--- src/rtl/seq_arith_pkg.sv ---
// Shared types and helpers for the sequential arithmetic blocks.
package seq_arith_pkg;

  // Default operand width and the iteration-counter width that goes with it.
  localparam int DIV_WIDTH = 32;
  localparam int CNT_W     = $clog2(DIV_WIDTH);

  // Widest operand abs_u handles; callers sign-extend into it and truncate back.
  localparam int ABS_W = 64;

  typedef enum logic [1:0] {
    IDLE,
    CALC,
    FIX,
    DONE
  } div_state_t;

  // Unsigned magnitude of a two's-complement value. The most negative input
  // maps to 2^(n-1), which still fits once truncated back to n bits unsigned.
  function automatic logic [ABS_W-1:0] abs_u(input logic [ABS_W-1:0] v);
    return v[ABS_W-1] ? -v : v;
  endfunction

endpackage

--- src/rtl/div_restore_step.sv ---
// One restoring-division iteration: shift the next dividend bit into the
// partial remainder and subtract the divisor when it fits.
module div_restore_step #(
  parameter int WIDTH = 32
) (
  input  logic [WIDTH-1:0] rem,
  input  logic             q_msb,
  input  logic [WIDTH-1:0] divisor_mag,
  output logic [WIDTH-1:0] rem_next,
  output logic             q_bit
);

  // The partial remainder is always below divisor_mag <= 2^(WIDTH-1), so its
  // top bit is zero and the left shift never loses information.
  logic [WIDTH-1:0] rem_t;

  assign rem_t = {rem[WIDTH-2:0], q_msb};

  // Compare-and-subtract; a set quotient bit means the subtraction was kept.
  always_comb begin
    q_bit    = 1'b0;
    rem_next = rem_t;
    if (rem_t >= divisor_mag) begin
      q_bit    = 1'b1;
      rem_next = rem_t - divisor_mag;
    end
  end

endmodule

--- src/rtl/sequential_divider.sv ---
// Signed restoring divider, one quotient bit per clock, start/busy/done handshake.
// Quotient truncates toward zero; remainder takes the sign of the dividend.
// Optional macro SEQ_DIV_EARLY_EXIT_EN: when |dividend| < |divisor| the result
// is known at load time and the CALC phase is skipped (same results, lower latency).
module sequential_divider
  import seq_arith_pkg::*;
#(
  parameter int WIDTH = DIV_WIDTH  // 4..ABS_W
) (
  input  logic             clk,
  input  logic             reset,
  input  logic             start,
  input  logic [WIDTH-1:0] dividend,
  input  logic [WIDTH-1:0] divisor,
  output logic             busy,
  output logic             done,
  output logic [WIDTH-1:0] quotient,
  output logic [WIDTH-1:0] remainder,
  output logic             div_by_zero
);

  localparam int            CW   = $clog2(WIDTH);
  localparam logic [CW-1:0] LAST = CW'(WIDTH - 1);

  div_state_t       state, state_next;
  logic [CW-1:0]    count;
  logic [WIDTH-1:0] q_reg;      // dividend magnitude shifting out, quotient shifting in
  logic [WIDTH-1:0] rem_reg;    // partial remainder
  logic [WIDTH-1:0] dvs_mag;
  logic             sign_q, sign_r, zero_div;

  logic [WIDTH-1:0] dvd_mag_in, dvs_mag_in, rem_next;
  logic             divisor_zero, early_exit, q_bit;

  assign dvd_mag_in   = WIDTH'(abs_u(ABS_W'($signed(dividend))));
  assign dvs_mag_in   = WIDTH'(abs_u(ABS_W'($signed(divisor))));
  assign divisor_zero = (divisor == '0);

`ifdef SEQ_DIV_EARLY_EXIT_EN
  assign early_exit = !divisor_zero && (dvd_mag_in < dvs_mag_in);
`else
  assign early_exit = 1'b0;
`endif

  div_restore_step #(.WIDTH(WIDTH)) u_step (
    .rem         (rem_reg),
    .q_msb       (q_reg[WIDTH-1]),
    .divisor_mag (dvs_mag),
    .rem_next    (rem_next),
    .q_bit       (q_bit)
  );

  // State register.
  // NOTE: sequential state uses non-blocking (<=) so every flop samples pre-edge values.
  always_ff @(posedge clk or negedge reset) begin
    if (!reset) state <= IDLE;
    else        state <= state_next;
  end

  // Next-state and status decode; start is only looked at in IDLE.
  // NOTE: every output is defaulted first so no path through the case infers a latch.
  always_comb begin
    state_next = state;
    busy       = 1'b0;
    done       = 1'b0;
    unique case (state)
      IDLE: begin
        if (start) state_next = (divisor_zero || early_exit) ? FIX : CALC;
      end
      CALC: begin
        busy = 1'b1;
        if (count == LAST) state_next = FIX;
      end
      FIX: begin
        busy       = 1'b1;
        state_next = DONE;
      end
      DONE: begin
        done       = 1'b1;
        state_next = IDLE;
      end
      default: state_next = IDLE;
    endcase
  end

  // Datapath: load magnitudes and signs, iterate, then apply signs to the outputs.
  // NOTE: all datapath flops are reset, so an aborted op leaves nothing stale behind.
  always_ff @(posedge clk or negedge reset) begin
    if (!reset) begin
      count       <= '0;
      q_reg       <= '0;
      rem_reg     <= '0;
      dvs_mag     <= '0;
      sign_q      <= 1'b0;
      sign_r      <= 1'b0;
      zero_div    <= 1'b0;
      quotient    <= '0;
      remainder   <= '0;
      div_by_zero <= 1'b0;
    end else begin
      unique case (state)
        IDLE: begin
          if (start) begin
            sign_q   <= dividend[WIDTH-1] ^ divisor[WIDTH-1];
            sign_r   <= dividend[WIDTH-1];
            dvs_mag  <= dvs_mag_in;
            zero_div <= divisor_zero;
            count    <= '0;
            // On early exit the answer is q = 0, r = |dividend| straight away.
            q_reg    <= early_exit ? '0 : dvd_mag_in;
            rem_reg  <= early_exit ? dvd_mag_in : '0;
          end
        end
        CALC: begin
          q_reg   <= {q_reg[WIDTH-2:0], q_bit};
          rem_reg <= rem_next;
          count   <= count + 1'b1;
        end
        FIX: begin
          div_by_zero <= zero_div;
          if (zero_div) begin
            // q_reg still holds |dividend|; re-applying its sign restores the dividend.
            quotient  <= '1;
            remainder <= sign_r ? -q_reg : q_reg;
          end else begin
            quotient  <= sign_q ? -q_reg : q_reg;
            remainder <= sign_r ? -rem_reg : rem_reg;
          end
        end
        default: ;
      endcase
    end
  end

endmodule

--- config.mk ---
export PLATFORM = sky130hd
export DESIGN_NAME = sequential_divider
export DESIGN_NICKNAME = d
export VERILOG_FILES = /design/src/rtl/seq_arith_pkg.sv /design/src/rtl/div_restore_step.sv /design/src/rtl/sequential_divider.sv
export SDC_FILE = /design/constraint.sdc
export NUM_CORES = 1
export LEC_CHECK = 0
export CAP_MARGIN = 10
export CORE_UTILIZATION = 52
export CTS_BUF_LIST = sky130_fd_sc_hd__clkbuf_8
export DETAILED_ROUTE_END_ITERATION = 10
export GPL_ROUTABILITY_DRIVEN = 0
export PLACE_DENSITY = 0.74
export RECOVER_POWER = 100
export SETUP_SLACK_MARGIN = 0.05
export SLEW_MARGIN = 10
export SYNTH_ARGS = -nofsm -noshare
export SYNTH_HDL_FRONTEND = slang
export SYNTH_SLANG_ARGS = --single-unit
--- constraint.sdc ---
create_clock -name clk -period 6.94 [get_ports clk]
set_input_delay 1.041 -clock clk [delete_from_list [all_inputs] [get_ports clk]]
set_output_delay 1.041 -clock clk [all_outputs]
set_load 0.01 [all_outputs]
[After elaboration in Yosys (flattened, before gate mapping)]
Cells that the tools add are included.
Word-level totals
  register bits: 171
  bits in latches: 0
  memory bits (writable): 0
  bits in read-only memories: 0
  input bits: 67
  output and inout port bits: 67
  logic and storage cells: 53
  memories: 0
Operators by class
  add/sub/neg operators: 6
  $mul: 0
  divide/modulo/power cells: 0
  magnitude comparators: 1
  equal/unequal tests: 6
  shift operators: 0
  mux-type cells: 21
  bitwise operators: 1
  reduce and logical (&&, ||, !) cells: 7
Operator list (number)
  two-way mux 32 bit: 10
  negation 32 bit: 4
  case mux 32 bit (2 select lines): 2
  greater-or-equal comparator 32 bit: 1
  zero test 32 bit: 1
  subtractor 32 bit: 1
  case mux 5 bit (2 select lines): 1
  case mux 2 bit (4 select lines): 1
  two-way mux 2 bit: 3
  AND reduction 2 bit: 3
  adder 5 x 1 -> 5 bit, second input constant: 1
  equality test 5 bit, second input constant: 1
  two-way mux 5 bit: 1
  equality test 2 bit, second input constant: 2
  != test 2 bit, second input constant: 2
  two-way mux 1 bit: 3
  equality test 2 x 1 -> 1 bit, second input constant: 1
  zero test 2 bit: 1
  nonzero test 2 bit: 1
  OR reduction 2 bit: 1
  XOR 1 bit: 1

[Depth between registers and ports, before layout]
Gate-level depths: netlist (run 1).
  depth after elaboration: 4
  depth in mapped cells: 13
  depth with buffers taken out: 11

[Hierarchy]
A second synthesis (run 1) with hierarchy kept.
Second synthesis, totals
  cell total of the unflattened synthesis: 1464
  area total of the unflattened synthesis: 12934.9 um^2
By module, submodules not included
  sequential_divider: instances 1, cells each 1150, area an instance 10468.8 um^2, sequential area each 4279.1 um^2
  div_restore_step: instances 1, cells each 314, area an instance 2466.1 um^2, sequential area each 0.0 um^2

[Worst setup path after synthesis (run 1)]
No wires, ideal clock.
  path kind: input-to-reg
  start point: in divisor[10]
  end point: reg dvs_mag[27]
  setup time: 0.131 ns
  arrival time: 3.201 ns
  slack: 3.608 ns
  stages on the path: 7
  cell sequence: or4_4 or3_4 or3_4 or4_4 o41ai_4 xor2_1 o21ai_1
On the way
  cells in the longest elaborated chain, start to end: 2
Ends and longest elaborated chain
  start, declared: line sequential_divider.sv:14  | input logic [WIDTH-1:0] divisor,
  negation 32 bit: line seq_arith_pkg.sv:21  | return v[ABS_W-1] ? -v : v;
  two-way mux 32 bit: line seq_arith_pkg.sv:21
  end signal, assigned: line sequential_divider.sv:106  | dvs_mag <= dvs_mag_in;
  end, declared: line sequential_divider.sv:29  | logic [WIDTH-1:0] dvs_mag;
Every way passes these cells.
A chain may end at the register's enable or synchronous reset.

[Worst setup path after layout (run 1)]
  start point: reg state[0]
  end point: reg quotient[13]
On the way
  cells in the longest elaborated chain, start to end: 1
Ends and longest elaborated chain
  start, declared: line sequential_divider.sv:25  | div_state_t state, state_next;
  start signal, assigned: line sequential_divider.sv:57  | else state <= state_next;
  equality test 2 bit: line sequential_divider.sv:101  | unique case (state)
  end signal, assigned: line sequential_divider.sv:126  | quotient <= sign_q ? -q_reg : q_reg;
  end, declared: line sequential_divider.sv:17  | output logic [WIDTH-1:0] quotient,
Every way passes these cells.

==> flow_summary.toml, run 1 <==
[logic_synthesis]
ys_types = 66
yosysMostFrequentCell = "nand2_1"
synthArstFlopShare_pct = 100
syn_nets = 1612
synthTopCellsByCount = "220 x nand2_1, 171 x dfrtp_1, 146 x o21ai_0"
syn-cell-area_sq_um = 12300
synth-seq-cells = 171
yosysWarnings = 0
synth_top_area_share_pct = 34.7
avgSynthCellArea_sq_um = 8.21
synth-seq-area-share_pct = 34.7
synth_ff_type = "dfrtp_1"
yosysTopAreaCell = "dfrtp_1"
netlist_instances = 1502
synth.area.top_cells = "dfrtp_1 35%, xor2_1 7.6%, nand2_1 6.7%, o21ai_0 5.9%, xnor2_1 4.5%"
synth_edf_count = 0

[clock_tree]
ctsHoldBuffers = 0
root_buffer = "clkbuf_8"
cts.repair.resized = 0
post-cts-setup-buffers = 0
cts_max_level = 4
clk_pin_slew_ns = 0.10
cts_made_buffers = 17
clock_sinks = 171
clock_path_buffers = 2
insertion_delay_ns = 0.48
tritoncts = "yes"

[floorplan]
dieArea_sq_um = 24300
die_y_microns = 156
die_width_microns = 156
floorplan.initialDensity_pct = 53.7
core_sq_um = 23000
row_count = 55
io_pins = 134

[routing]
avgViaCountPerCell = 5.89
drt-total-wl_microns = 32500
vias = 11100
wire_per_inst_microns = 17.2
drtIter0Drc = 787
antenna_left = 0
drcViolationCount = 0
first_pass_iters = 5

[sta]
rsz0062_at_grt = "no"
tns_ns = 0
finalMaxSlewViolations = 200
min_period_over_period_pct = 70.3
fin_crit_ns = 4.88
finalSetupViolCount = 0
slew_headroom_pct = -154
worst_pin_slew_ns = 3.82
hold_viol_final = 0
finalClockSkew_ns = 0.0123
hold_ws_ns = 0.486
fmaxAchievable_ghz = 0.205

[placement]
post-place-cells = 1855
portBuffers = 133
hpwl_microns = 24200

[grt]
antenna_found_initial = 0
grt_max_degree = 97
grt.overflow.total = 0
grt_util_met3_pct = 2.83
gr-max-usage-layer = "met2"
use_met2_pct = 45.6
track_usage_pct = 27.5
met1_usage_pct = 37.3
grt_pass1_vias = 10400
grt_pass1_wl_microns = 53100

[cells_and_area]
post-route-util_pct = 61.3
fin_cells = 1887
drive_gt1_share_pct = 5.46
regArea_sq_um = 4280
diodes = 0
multiInputGateArea_sq_um = 7440
syn_to_final_growth_pct = 14.3
fill_cells = 2097
nets = 1671

[setup_path]
cp.required_ns = 7.31
crit_type = "reg -> reg"
cp_max_fo = 78
slowest_delay_ns = 2.66
startpoint = "state[0]$_DFFE_PN0P_"
r2r_start = "state[0]$_DFFE_PN0P_"
start_kind = "flip-flop"
path_delay_family = "buffers and inverters"
worstPathArrival_ns = 5.25
critPathSlowestCell = "clkbuf_1"
crit_chain = "inv_1, ha_1, clkbuf_1, nand2b_1, o22a_1"
end_kind = "flip-flop"
cp_num_buf_inv = 2

[run_status]
violations = "capacitance limit, slew limit"
outcome = "finished with violations"

[min_path]
hp-start = "dvs_mag[16]$_DFFE_PN0P_"
min_path_type = "reg -> reg"

[job]
maxCapViolations = 3

[pwr]
ir_drop_uv = 193
p_per_area_nw_per_um2 = 483
p_leak_uw = 0.00603
-- cell families (layout without fill, tap and decap cells) --
| group | count (synthesis) | count (layout) | share of synthesized area [%] |
|---|---|---|---|
| fa+ha+maj | 43 | 43 | 4.42 |
| buf+inv | 161 | 233 | 4.96 |
| mux | 58 | 58 | 5.06 |
| compound gates | 416 | 416 | 20.7 |
| flops | 171 | 171 | 34.7 |
| simple gates | 482 | 482 | 18.0 |
| xor+xnor | 171 | 171 | 12.1 |
-- placed cells by master, fill, tap and decap left out, drive strengths merged, types with 28 or more instances in the layout --
cell type | netlist | layout
clkdlybuf4s50 | 0 | 63
a21oi | 98 | 98
xnor2 | 64 | 64
dlygate4sd3 | 0 | 69
dfrtp | 171 | 171
nand2 | 220 | 220
inv | 57 | 63
o21ai | 171 | 171
nor2 | 98 | 98
o31ai | 35 | 35
ha | 42 | 42
nand3 | 28 | 28
xor2 | 107 | 107
mux2i | 32 | 32
-- final cells by class --
class / instances / share of cell area [%]
Inverter: 57 / 1.52
Multi-Input combinational cell: 1170 / 52.8
Clock inverter: 15 / 0.967
Timing Repair Buffer: 144 / 9.93
Tap cell: 313 / 2.78
Clock buffer: 17 / 1.66
Sequential cell: 171 / 30.4
-- power breakdown --
part	internal, uW	switching, uW	total (uW)
registers	1430	532	1960
clock network	288	405	693
logic	1770	2390	4160
-- worst reg2reg max path, delay by kind of cell, from the launching register on --
kind,cells,cell delay (ns)
adders and majority gates,1,0.17
and+or+nand+nor,1,1.01
buffers and inverters,2,2.76
AOI/OAI and AO/OA,1,0.41
DFF,1,0.43
-- worst paths after layout --
kind                       slack [ns]                        to  cells past startpoint
min reg2reg                      0.49   dvs_mag[16]$_DFFE_PN0P_                      2
max                              2.06  quotient[13]$_DFFE_PN0P_                      5
min                              0.49   dvs_mag[16]$_DFFE_PN0P_                      2
max in group asynchronous        4.79   dvs_mag[16]$_DFFE_PN0P_                      2
min in group asynchronous        0.64      q_reg[7]$_DFFE_PN0P_                      1
max reg2reg                      2.06  quotient[13]$_DFFE_PN0P_                      5
-- stage by stage --
| stage | power [uW] | area [sq um] | setup WS [ns] |
|---|---|---|---|
| 2_1_floorplan | 4840 | 12300 | 3.61 |
| 3_3_place_gp | 6030 | 13800 | 3.00 |
| 3_5_place_dp | 6150 | 13800 | 2.97 |
| 4_1_cts | 6850 | 14100 | 3.23 |
| 5_1_grt | 7360 | 14100 | 1.69 |
| 6_report | 6810 | 14100 | 2.06 |
-- routing by layer --
layer	share of wire [%]	wire length (microns)
met3	5.2	1680
met4	2.3	733
met1	45	14700
met2	47	15400
met5	0	0
Note: power is estimated with default switching activity, not from simulation.
==> inputs of run 2 (changes only) <==
==> constraint.sdc (replaced) <==
create_clock -name clk -period 5.08 [get_ports clk]
set_input_delay 0.762 -clock clk [delete_from_list [all_inputs] [get_ports clk]]
set_output_delay 0.762 -clock clk [all_outputs]
set_load 0.01 [all_outputs]
==> flow_summary.toml, run 2 (synthesis gave the netlist of run 1 again) <==
[cells_and_area]
drive_gt1_share_pct = 5.33
post-route-util_pct = 61.5
diodes = 0
nets = 1672
final_area_sq_um = 14100
final_cell_mix = "219 x nand2_1, 170 x dfrtp_1, 164 x o21ai_0"
syn_to_final_growth_pct = 14.6
mostFrequentLayoutCell = "nand2_1"
fill_cells = 2111

[setup_path]
worstPathArrival_ns = 4.43
startpoint = "rem_reg[1]$_DFFE_PN0P_"
worstReg2RegEnd = "rem_reg[0]$_DFFE_PN0P_"
start_kind = "flip-flop"
end_kind = "flip-flop"
cp.required_ns = 5.44
reg2regPathDepth = 9
reg2reg_slack_ns = 1.01
crit_end = "rem_reg[0]$_DFFE_PN0P_"
cp_max_fo = 17
r2r_start = "rem_reg[1]$_DFFE_PN0P_"
crit_type = "reg -> reg"

[placement]
hpwl_microns = 24600
portBuffers = 133
placed_area_sq_um = 13800

[sta]
worst_pin_slew_ns = 2.60
finalMaxSlewViolations = 182
rsz0062_at_grt = "no"
finalClockSkew_ns = 0.0149
tns_ns = 0
hold_viol_final = 0
fmaxAchievable_ghz = 0.246
finalSetupViolCount = 0
slew_headroom_pct = -73.1
min_period_over_period_pct = 80.1
fin_crit_ns = 4.07

[floorplan]
die_width_microns = 156
floorplan.initialDensity_pct = 53.7
core_sq_um = 23000
io_pins = 134
die_y_microns = 156
dieArea_sq_um = 24300
row_count = 55

[pwr]
p_per_area_nw_per_um2 = 663
p_leak_uw = 0.00606
ir_drop_uv = 251

[clock_tree]
cts_max_level = 4
clock_path_buffers = 2
ctsHoldBuffers = 0
tritoncts = "yes"
clock_sinks = 171
post-cts-setup-buffers = 0
cts_made_buffers = 17
cts.repair.resized = 0
root_buffer = "clkbuf_8"
clk_pin_slew_ns = 0.09
insertion_delay_ns = 0.48

[routing]
maxUsedRoutingLayer = "met4"
avgViaCountPerCell = 5.87
drt-met1-wl_microns = 14700
met2_length_microns = 15500
drcViolationCount = 0
drtIter0Drc = 956
route.met3.wl_microns = 1650
wire_per_inst_microns = 17.3
antenna_left = 0
drt-total-wl_microns = 32700
vias = 11100
first_pass_iters = 5

[run_status]
outcome = "finished with violations"
violations = "capacitance limit, slew limit"

[job]
maxCapViolations = 4

[grt]
grt_pass1_wl_microns = 54200
grt.overflow.total = 0
track_usage_pct = 27.9
grt_pass1_vias = 10600
grt_max_degree = 84
antenna_found_initial = 0

[min_path]
min_path_type = "in -> async"
[run 2: cell count changes in the layout (fill, tap and decap cells not counted), sizes merged]
cell           previous run  this run
inv                      63        62
dlygate4sd3              69        70
clkinv                    4         2
bufinv                    1         3
clkinvlp                  4         5
clkdlybuf4s50            63        62
clkbuf                   21        22
[run 2: layout make-up]
class                      count  area, sq um  area share, %
timing repair buffer         145         1400           9.93
sequential                   171         4280           30.3
inverter                      57          214           1.51
tap                          313          392           2.77
clock buffer                  17          234           1.65
clock inverter                15          188           1.33
multi-input combinational   1170         7430           52.5
[run 2: layer usage]
metal	vias to the layer above	GRT usage (%)
met1	5264	37.7
met5	-	0
met2	383	45.8
met3	59	3.53
li1	5380	-
met4	0	9.62
[run 2: worst max-delay path: stages, from the launching register on]
cell	delay (ns)
dfrtp_1	0.48
ha_1	0.40
nor2b_1	0.18
o31ai_2	0.35
a2111oi_0	0.27
o31a_1	0.35
o31ai_1	0.66
and2_0	0.91
o21ai_1	0.14
a22o_1	0.22
[run 2: through the flow]
step	power [uW]	setup WS, ns	cells	hold WS (ns)
after floorplan	6620	2.03	1502	0.450
after global placement	8250	1.42	1856	0.462
after detailed placement	8410	1.38	1856	0.470
after CTS	9470	1.37	1888	0.367
after global routing	10100	0.524	1888	0.394
final	9370	1.01	1888	0.323
[run 2: worst min path at each step]
stage	start	endpoint	slack (ns)
final	reset	q_reg[9]$_DFFE_PN0P_	0.32
after global routing	reset	q_reg[9]$_DFFE_PN0P_	0.39
after CTS	reset	q_reg[9]$_DFFE_PN0P_	0.37
after detailed placement	dvs_mag[23]$_DFFE_PN0P_	dvs_mag[23]$_DFFE_PN0P_	0.47
after global placement	dvs_mag[17]$_DFFE_PN0P_	dvs_mag[17]$_DFFE_PN0P_	0.46
after floorplan	dvs_mag[10]$_DFFE_PN0P_	dvs_mag[10]$_DFFE_PN0P_	0.45
[run 2: power breakdown]
part | total (uW) | internal, uW | switching [uW]
clock network | 1040 | 494 | 541
registers | 2680 | 1950 | 724
logic | 5660 | 2390 | 3270
==> inputs of run 3 (changes only) <==
==> constraint.sdc (replaced) <==
create_clock -name clk -period 4.2 [get_ports clk]
set_input_delay 0.63 -clock clk [delete_from_list [all_inputs] [get_ports clk]]
set_output_delay 0.63 -clock clk [all_outputs]
set_load 0.01 [all_outputs]
==> flow_summary.toml, run 3 (synthesis gave the netlist of run 1 again) <==
[routing]
first_pass_iters = 5
wire_per_inst_microns = 17.3
drtIter0Drc = 776
drt-total-wl_microns = 32900
antenna_left = 0
avgViaCountPerCell = 5.87
vias = 11100
drcViolationCount = 0

[grt]
grt_pass1_vias = 10500
antenna_found_initial = 0
grt.overflow.total = 0
grt_pass1_wl_microns = 54100
grt_max_degree = 102
track_usage_pct = 27.9

[pwr]
ir_drop_uv = 284
p_leak_uw = 0.00607
p_per_area_nw_per_um2 = 798

[sta]
hold_viol_final = 0
rsz0062_at_grt = "no"
worst_pin_slew_ns = 2.57
min_period_over_period_pct = 90.2
fin_crit_ns = 3.79
finalSetupViolCount = 0
tns_ns = 0
fmaxAchievable_ghz = 0.264
hold_ws_ns = 0.126
finalMaxSlewViolations = 136
slew_headroom_pct = -71.2
finalClockSkew_ns = 0.0118

[clock_tree]
cts_made_buffers = 17
clock_path_buffers = 2
clk_pin_slew_ns = 0.09
insertion_delay_ns = 0.48
ctsHoldBuffers = 0
tritoncts = "yes"
root_buffer = "clkbuf_8"
post-cts-setup-buffers = 0
cts.repair.resized = 0
clock_sinks = 171
cts_max_level = 4

[setup_path]
cp.required_ns = 4.55
end_kind = "flip-flop"
start_kind = "flip-flop"
worstPathArrival_ns = 4.13
cp_max_fo = 13
crit_type = "reg -> reg"

[cells_and_area]
final_cell_mix = "220 x nand2_1, 170 x dfrtp_1, 165 x o21ai_0"
fill_cells = 2109
mostFrequentLayoutCell = "nand2_1"
post-route-util_pct = 61.4
nets = 1680
syn_to_final_growth_pct = 14.4
drive_gt1_share_pct = 5.50
final_area_sq_um = 14100
diodes = 0

[floorplan]
floorplan.initialDensity_pct = 53.7
core_sq_um = 23000
row_count = 55
io_pins = 134
die_y_microns = 156
dieArea_sq_um = 24300
die_width_microns = 156

[placement]
portBuffers = 133
hpwl_microns = 24600
placed_area_sq_um = 13800

[min_path]
min_path_type = "in -> async"

[job]
maxCapViolations = 2

[run_status]
violations = "capacitance limit, slew limit"
outcome = "finished with violations"
run 3: path summary, 6_finish.rpt:
path | slack (ns) | cells past startpoint | to | start
max | 0.41 | 12 | rem_reg[5]$_DFFE_PN0P_ | rem_reg[0]$_DFFE_PN0P_
min | 0.13 | 1 | q_reg[7]$_DFFE_PN0P_ | reset
max reg2reg | 0.41 | 12 | rem_reg[5]$_DFFE_PN0P_ | rem_reg[0]$_DFFE_PN0P_
min reg2reg | 0.49 | 2 | dvs_mag[22]$_DFFE_PN0P_ | dvs_mag[22]$_DFFE_PN0P_
max in group asynchronous | 1.15 | 2 | remainder[27]$_DFFE_PN0P_ | reset
min in group clk | 0.49 | 2 | dvs_mag[22]$_DFFE_PN0P_ | dvs_mag[22]$_DFFE_PN0P_
run 3: final cells by class:
class / instances / area [sq um] / area share [%]
Multi-Input combinational cell: 1170 / 7400 / 52.4
Sequential cell: 171 / 4280 / 30.3
Timing Repair Buffer: 153 / 1460 / 10.4
Tap cell: 313 / 392 / 2.77
Clock buffer: 18 / 248 / 1.76
Inverter: 57 / 214 / 1.52
Clock inverter: 14 / 123 / 0.869
run 3: metrics by stage:
stage | setup WS (ns) | std cells | total power (uW)
floorplan | 1.17 | 1502 | 8000
global placement | 0.677 | 1864 | 10000
detailed placement | 0.554 | 1864 | 10200
CTS | 0.523 | 1896 | 11400
global route | 0.189 | 1896 | 12100
finish | 0.413 | 1896 | 11300
run 3: power breakdown:
group | internal [uW] | total, uW | switching [uW] | leakage (uW)
Combinational | 2910 | 6920 | 4000 | 0.00376
Sequential | 2360 | 3220 | 866 | 0.00213
Clock | 484 | 1120 | 639 | 0.000183
Total | 5760 | 11300 | 5510 | 0.00607
run 3: metal layers:
layer	routed length [microns]	part of all wire [%]	up-vias	GRT usage [%]
li1	-	-	5410	-
met1	14800	45	5265	39.0
met2	15400	47	406	45.4
met3	2000	6.1	52	3.17
met4	649	2.0	0	8.36
met5	0	0	-	0
run 3: critical path, stage by stage (launching register included):
cell and delay, ns:
dfrtp_1 0.49, inv_1 0.13, fa_1 0.46, nor2b_1 0.19, o31ai_1 0.17, a2111oi_0 0.76, o31a_1 0.25, o31ai_1 0.07
buf_4 0.17, nand2_1 0.31, buf_4 0.34, mux2i_1 0.21, o21ai_0 0.10
==> variant 1: new RTL, settings of run 1 <==
The option `SEQ_DIV_EARLY_EXIT_EN` is turned on by a define.
--- a/src/rtl/sequential_divider.sv
+++ b/src/rtl/sequential_divider.sv
@@ -2,6 +2,8 @@
 // Quotient truncates toward zero; remainder takes the sign of the dividend.
 // Optional macro SEQ_DIV_EARLY_EXIT_EN: when |dividend| < |divisor| the result
 // is known at load time and the CALC phase is skipped (same results, lower latency).
+`define SEQ_DIV_EARLY_EXIT_EN
+
 module sequential_divider
   import seq_arith_pkg::*;
 #(
Behaviour: not the same (Yosys sat finds a counterexample within 4 cycles, from zero or initial values and one cycle with reset low).
==> variant 1 against run 1 <==
The flow still finishes with violations (max-capacitance violations, max-slew violations); critical path depth rose by 13; total power rose by 13%; worst setup slack got worse by 1.2 ns; sequential share of layout area fell by 1.7 points; sequential cell count did not move; synthesized area rose by 6.5%; design area rose by 5.9%; via count rose by 9.2%; routed wire length rose by 11%; clock skew rose by 0.0071 ns; critical endpoint is now rem_reg[5].
==> variant 1: results (changes against run 1) <==
| Metric | Value |
|---|---|
| Slowest stage delay, CP | `0.66 ns (was 2.66 ns)` |
| M2 GR Usage | `41.8% (was 45.6%)` |
| H-tree depth | `4 (unchanged)` |
| CP max FO | `15 (was 78)` |
| Largest net degree at the start of global routing | `100 (was 97)` |
| Wire length on met1 | `16.7 mm (was 14.7 mm)` |
| Commonest cells post-synth | `nand2_1, dfrtp_1, nor2_1 (was nand2_1, dfrtp_1, o21ai_0)` |
| First-pass GRT wire length | `58.8 mm (was 53.1 mm)` |
| Max-cap violation count | `5 (was 3)` |
| CP startpoint | `dividend[3] (was state[0])` |
| Routed met3 length | `2.99 mm (was 1.68 mm)` |
| Post-Route Skew | `0.0193 ns (was 0.0123 ns)` |
| Max IR drop VDD | `0.202 mV (was 0.193 mV)` |
| Detailed placement HPWL | `27.3 mm (was 24.2 mm)` |
| Final worst slack | `0.814 ns (was 2.06 ns)` |
| Initial antenna violation count | `0 (unchanged)` |
| Register area share after synthesis | `32.6% (was 34.7%)` |
| Post-place instance area | `0.0146 mm^2 (was 0.0138 mm^2)` |
| M1 GR Usage | `41.5% (was 37.3%)` |
| Layout cells sized above 1 | `4.50% (was 5.46%)` |
| Clk Latency, worst-skew pair | `0.48 ns (about the same)` |
| Routed wire length per instance | `18.0 um (was 17.2 um)` |
| Max-slew headroom | `-248% (was -154%)` |
| Number of global-route vias before repair | `11300 (was 10400)` |
| Comb power frac | `62.7% (was 61.1%)` |
| Initial DRC count | `1028 (was 787)` |
| Pre-CTS setup slack | `0.640 ns (was 2.97 ns)` |
| Status | `complete, but fails checks (unchanged)` |
| Reg2Reg Setup Slack | `1.88 ns (was 2.06 ns)` |
| Post-synth ARST share | `100% (unchanged)` |
| Clock group share of total power | `9.8% (was 10.2%)` |
| Grt met3 use | `4.70% (was 2.83%)` |
| GRT Overall Usage | `28.4% (was 27.5%)` |
| CP max-delay cell | `nor4_1 (was clkbuf_1)` |
| Switch Pwr | `0.00382 W (was 0.00333 W)` |
| Synth top area cells | `dfrtp_1, xor2_1, ha_1 (was dfrtp_1, xor2_1, nand2_1)` |
| Met2 wire len | `15.4 mm (about the same)` |
| Failing checks | `max-capacitance violations, max-slew violations (unchanged)` |
| Vias after detailed routing | `12100 (was 11100)` |
| Pleak | `6.22 nW (was 6.03 nW)` |
| Yosys cell types | `68 (was 66)` |
| Worst hold slack | `0.489 ns (was 0.486 ns)` |
| Max Slew Vio Count | `327 (was 200)` |
| DR top layer | `met4 (unchanged)` |
| Crit Reg-Reg Endpoint | `quotient[18] (was quotient[13])` |
| Pre-antenna DRT Iters | `7 (was 5)` |
| End of the critical path | `rem_reg[5] (was quotient[13])` |
==> variant 1: cell count changes after synthesis, moves of 16 or more <==
cell | before | now
nor2_1 | 98 | 150
ha_1 | 42 | 73
nand2_1 | 220 | 190
a21oi_1 | 98 | 127
o21ai_0 | 146 | 121
o21ai_1 | 25 | 2
a31oi_1 | 3 | 22
a221oi_1 | 0 | 17
inv_1 | 57 | 74
mux2i_1 | 32 | 16
==> variant 1: layout make-up <==
class	instances	area, um^2
Clock buffer	17	234
Clock inverter	15	178
Fill cell	2215	9600
Inverter	74	278
Multi-Input combinational cell	1266	8140
Sequential cell	171	4280
Tap cell	324	405
Timing Repair Buffer	146	1420
==> variant 1: kinds of logic (layout without fill, tap and decap cells) <==
kind of cell | after synthesis | count (layout) | share of synthesized area (%)
simple gates | 535 | 535 | 19.0
compound gates | 448 | 448 | 21.3
buf+inv | 181 | 252 | 5.51
xor+xnor | 178 | 178 | 11.9
flops | 171 | 171 | 32.6
fa+ha+maj | 74 | 74 | 7.11
mux | 31 | 31 | 2.59
==> variant 1: through the flow <==
step	std cells	total power (W)	utilization (%)
global placement	1981	0.00681	59.3
finish	2013	0.00771	60.9
detailed placement	1981	0.00694	59.3
CTS	2013	0.00772	61.0
global route	2013	0.00836	60.9
floorplan	1618	0.00551	-
==> variant 1: worst min path at each step <==
stage | startpoint | end | cells after the start
5_1_grt | dvs_mag[14] | dvs_mag[14] | 2
6_report | dvs_mag[13] | dvs_mag[13] | 2
2_1_floorplan | dvs_mag[10] | dvs_mag[10] | 2
3_5_place_dp | dvs_mag[13] | dvs_mag[13] | 2
3_3_place_gp | dvs_mag[25] | dvs_mag[25] | 2
4_1_cts | dvs_mag[13] | dvs_mag[13] | 2
==> variant 2: new RTL, settings of run 1 <==
Without the edit above. The 4 states of `div_state_t` get a one-hot encoding in 4 bits.
--- a/src/rtl/seq_arith_pkg.sv
+++ b/src/rtl/seq_arith_pkg.sv
@@ -8,11 +8,11 @@
   // Widest operand abs_u handles; callers sign-extend into it and truncate back.
   localparam int ABS_W = 64;
 
-  typedef enum logic [1:0] {
-    IDLE,
-    CALC,
-    FIX,
-    DONE
+  typedef enum logic [3:0] {
+    IDLE = 4'b0001,
+    CALC = 4'b0010,
+    FIX  = 4'b0100,
+    DONE = 4'b1000
   } div_state_t;
 
   // Unsigned magnitude of a two's-complement value. The most negative input
Behaviour: no difference found for any inputs over 10 cycles, from zero or initial values and one cycle with reset low; not proved beyond that.
==> variant 2 against run 1 <==
The flow finishes with violations (design-rule violations, max-capacitance violations, max-slew violations); via count decreased by 4.0%; sequential cell count increased by 2; largest power group unchanged; critical path depth decreased by 1; synthesized area decreased by 4.7%; count of clock-buffer cells in the layout unchanged; worst setup slack got worse by 0.19 ns; routed wire length decreased by 2.6%; core utilization increased by 0.096 points; total power decreased by 34%; design area decreased by 4.0%.
==> variant 2: results (changes against run 1) <==
| Metric | Value |
|---|---|
| Status | `complete, but fails checks (unchanged)` |
| Failing checks | `design-rule violations, max-capacitance violations, max-slew violations (was max-capacitance violations, max-slew violations)` |
| Hold Crit Start | `remainder[14] (was dvs_mag[16])` |
| Reg2reg path depth | `12 (was 5)` |
| Worst hold slack | `0.480 ns (was 0.486 ns)` |
| Post-Route Skew | `0.0151 ns (was 0.0123 ns)` |
| Max-cap violation count | `7 (was 3)` |
| Wire length on met1 | `14.7 mm (about the same)` |
| Register area share after synthesis | `36.8% (was 34.7%)` |
| CP startpoint | `state[0] (unchanged)` |
| Mux contribution to synthesized area | `1.89% (was 5.06%)` |
| Clk. pwr | `0.000700 W (was 0.000693 W)` |
| Synth Area in XOR/XNOR | `12.4% (was 12.1%)` |
| Worst Hold End | `remainder[14] (was dvs_mag[16])` |
| CP max FO | `65 (was 78)` |
| # DRC | `11 (was 0)` |
| End of the critical path | `busy (was quotient[13])` |
| M1 GR Usage | `39.0% (was 37.3%)` |
| Max Slew Vio Count | `350 (was 200)` |
| Core Util, Final | `61.4% (was 61.3%)` |
| Largest net degree at the start of global routing | `88 (was 97)` |
| Adder-Cell Fraction of Synth Area | `4.22% (was 4.42%)` |
| Nets | `1596 (was 1671)` |
| Switch Pwr | `0.00211 W (was 0.00333 W)` |
| Comb power frac | `48.9% (was 61.1%)` |
| Grt met3 use | `4.32% (was 2.83%)` |
| Pre-antenna DRT Iters | `9 (was 5)` |
| Synth top area cells | `dfrtp_1, o21ai_0, xor2_1 (was dfrtp_1, xor2_1, nand2_1)` |
==> variant 2: cell count changes in the layout (fill, tap and decap cells not counted), moves of 8 or more <==
cell and change:
nor2_1 -16, mux2i_1 -12, inv_1 -10, a21o_1 -8
xnor2_1 -8, mux2_2 -24, a22oi_1 +29, nand3_1 -9
a21oi_1 -17, o21ai_0 +42, nand2_1 -20
==> variant 2: tightest hold or removal path: cells and delay by family, from the launching register on <==
kind | cells | cell delay [ns]
compound gates | 1 | 0.06
simple gates | 1 | 0.04
flops | 1 | 0.35
==> variant 2: area by class of cell <==
class / count / area share [%]
Sequential cell: 173 / 32.0
Inverter: 47 / 1.30
Clock inverter: 15 / 1.12
Multi-Input combinational cell: 1104 / 50.8
Clock buffer: 17 / 1.73
Tap cell: 280 / 2.59
Timing Repair Buffer: 147 / 10.4
==> variant 2: through the flow <==
step                cells  total power, W
finish               1783         0.00447
global route         1783         0.00478
CTS                  1782         0.00445
detailed placement   1750         0.00375
global placement     1750         0.00370
floorplan            1423         0.00312
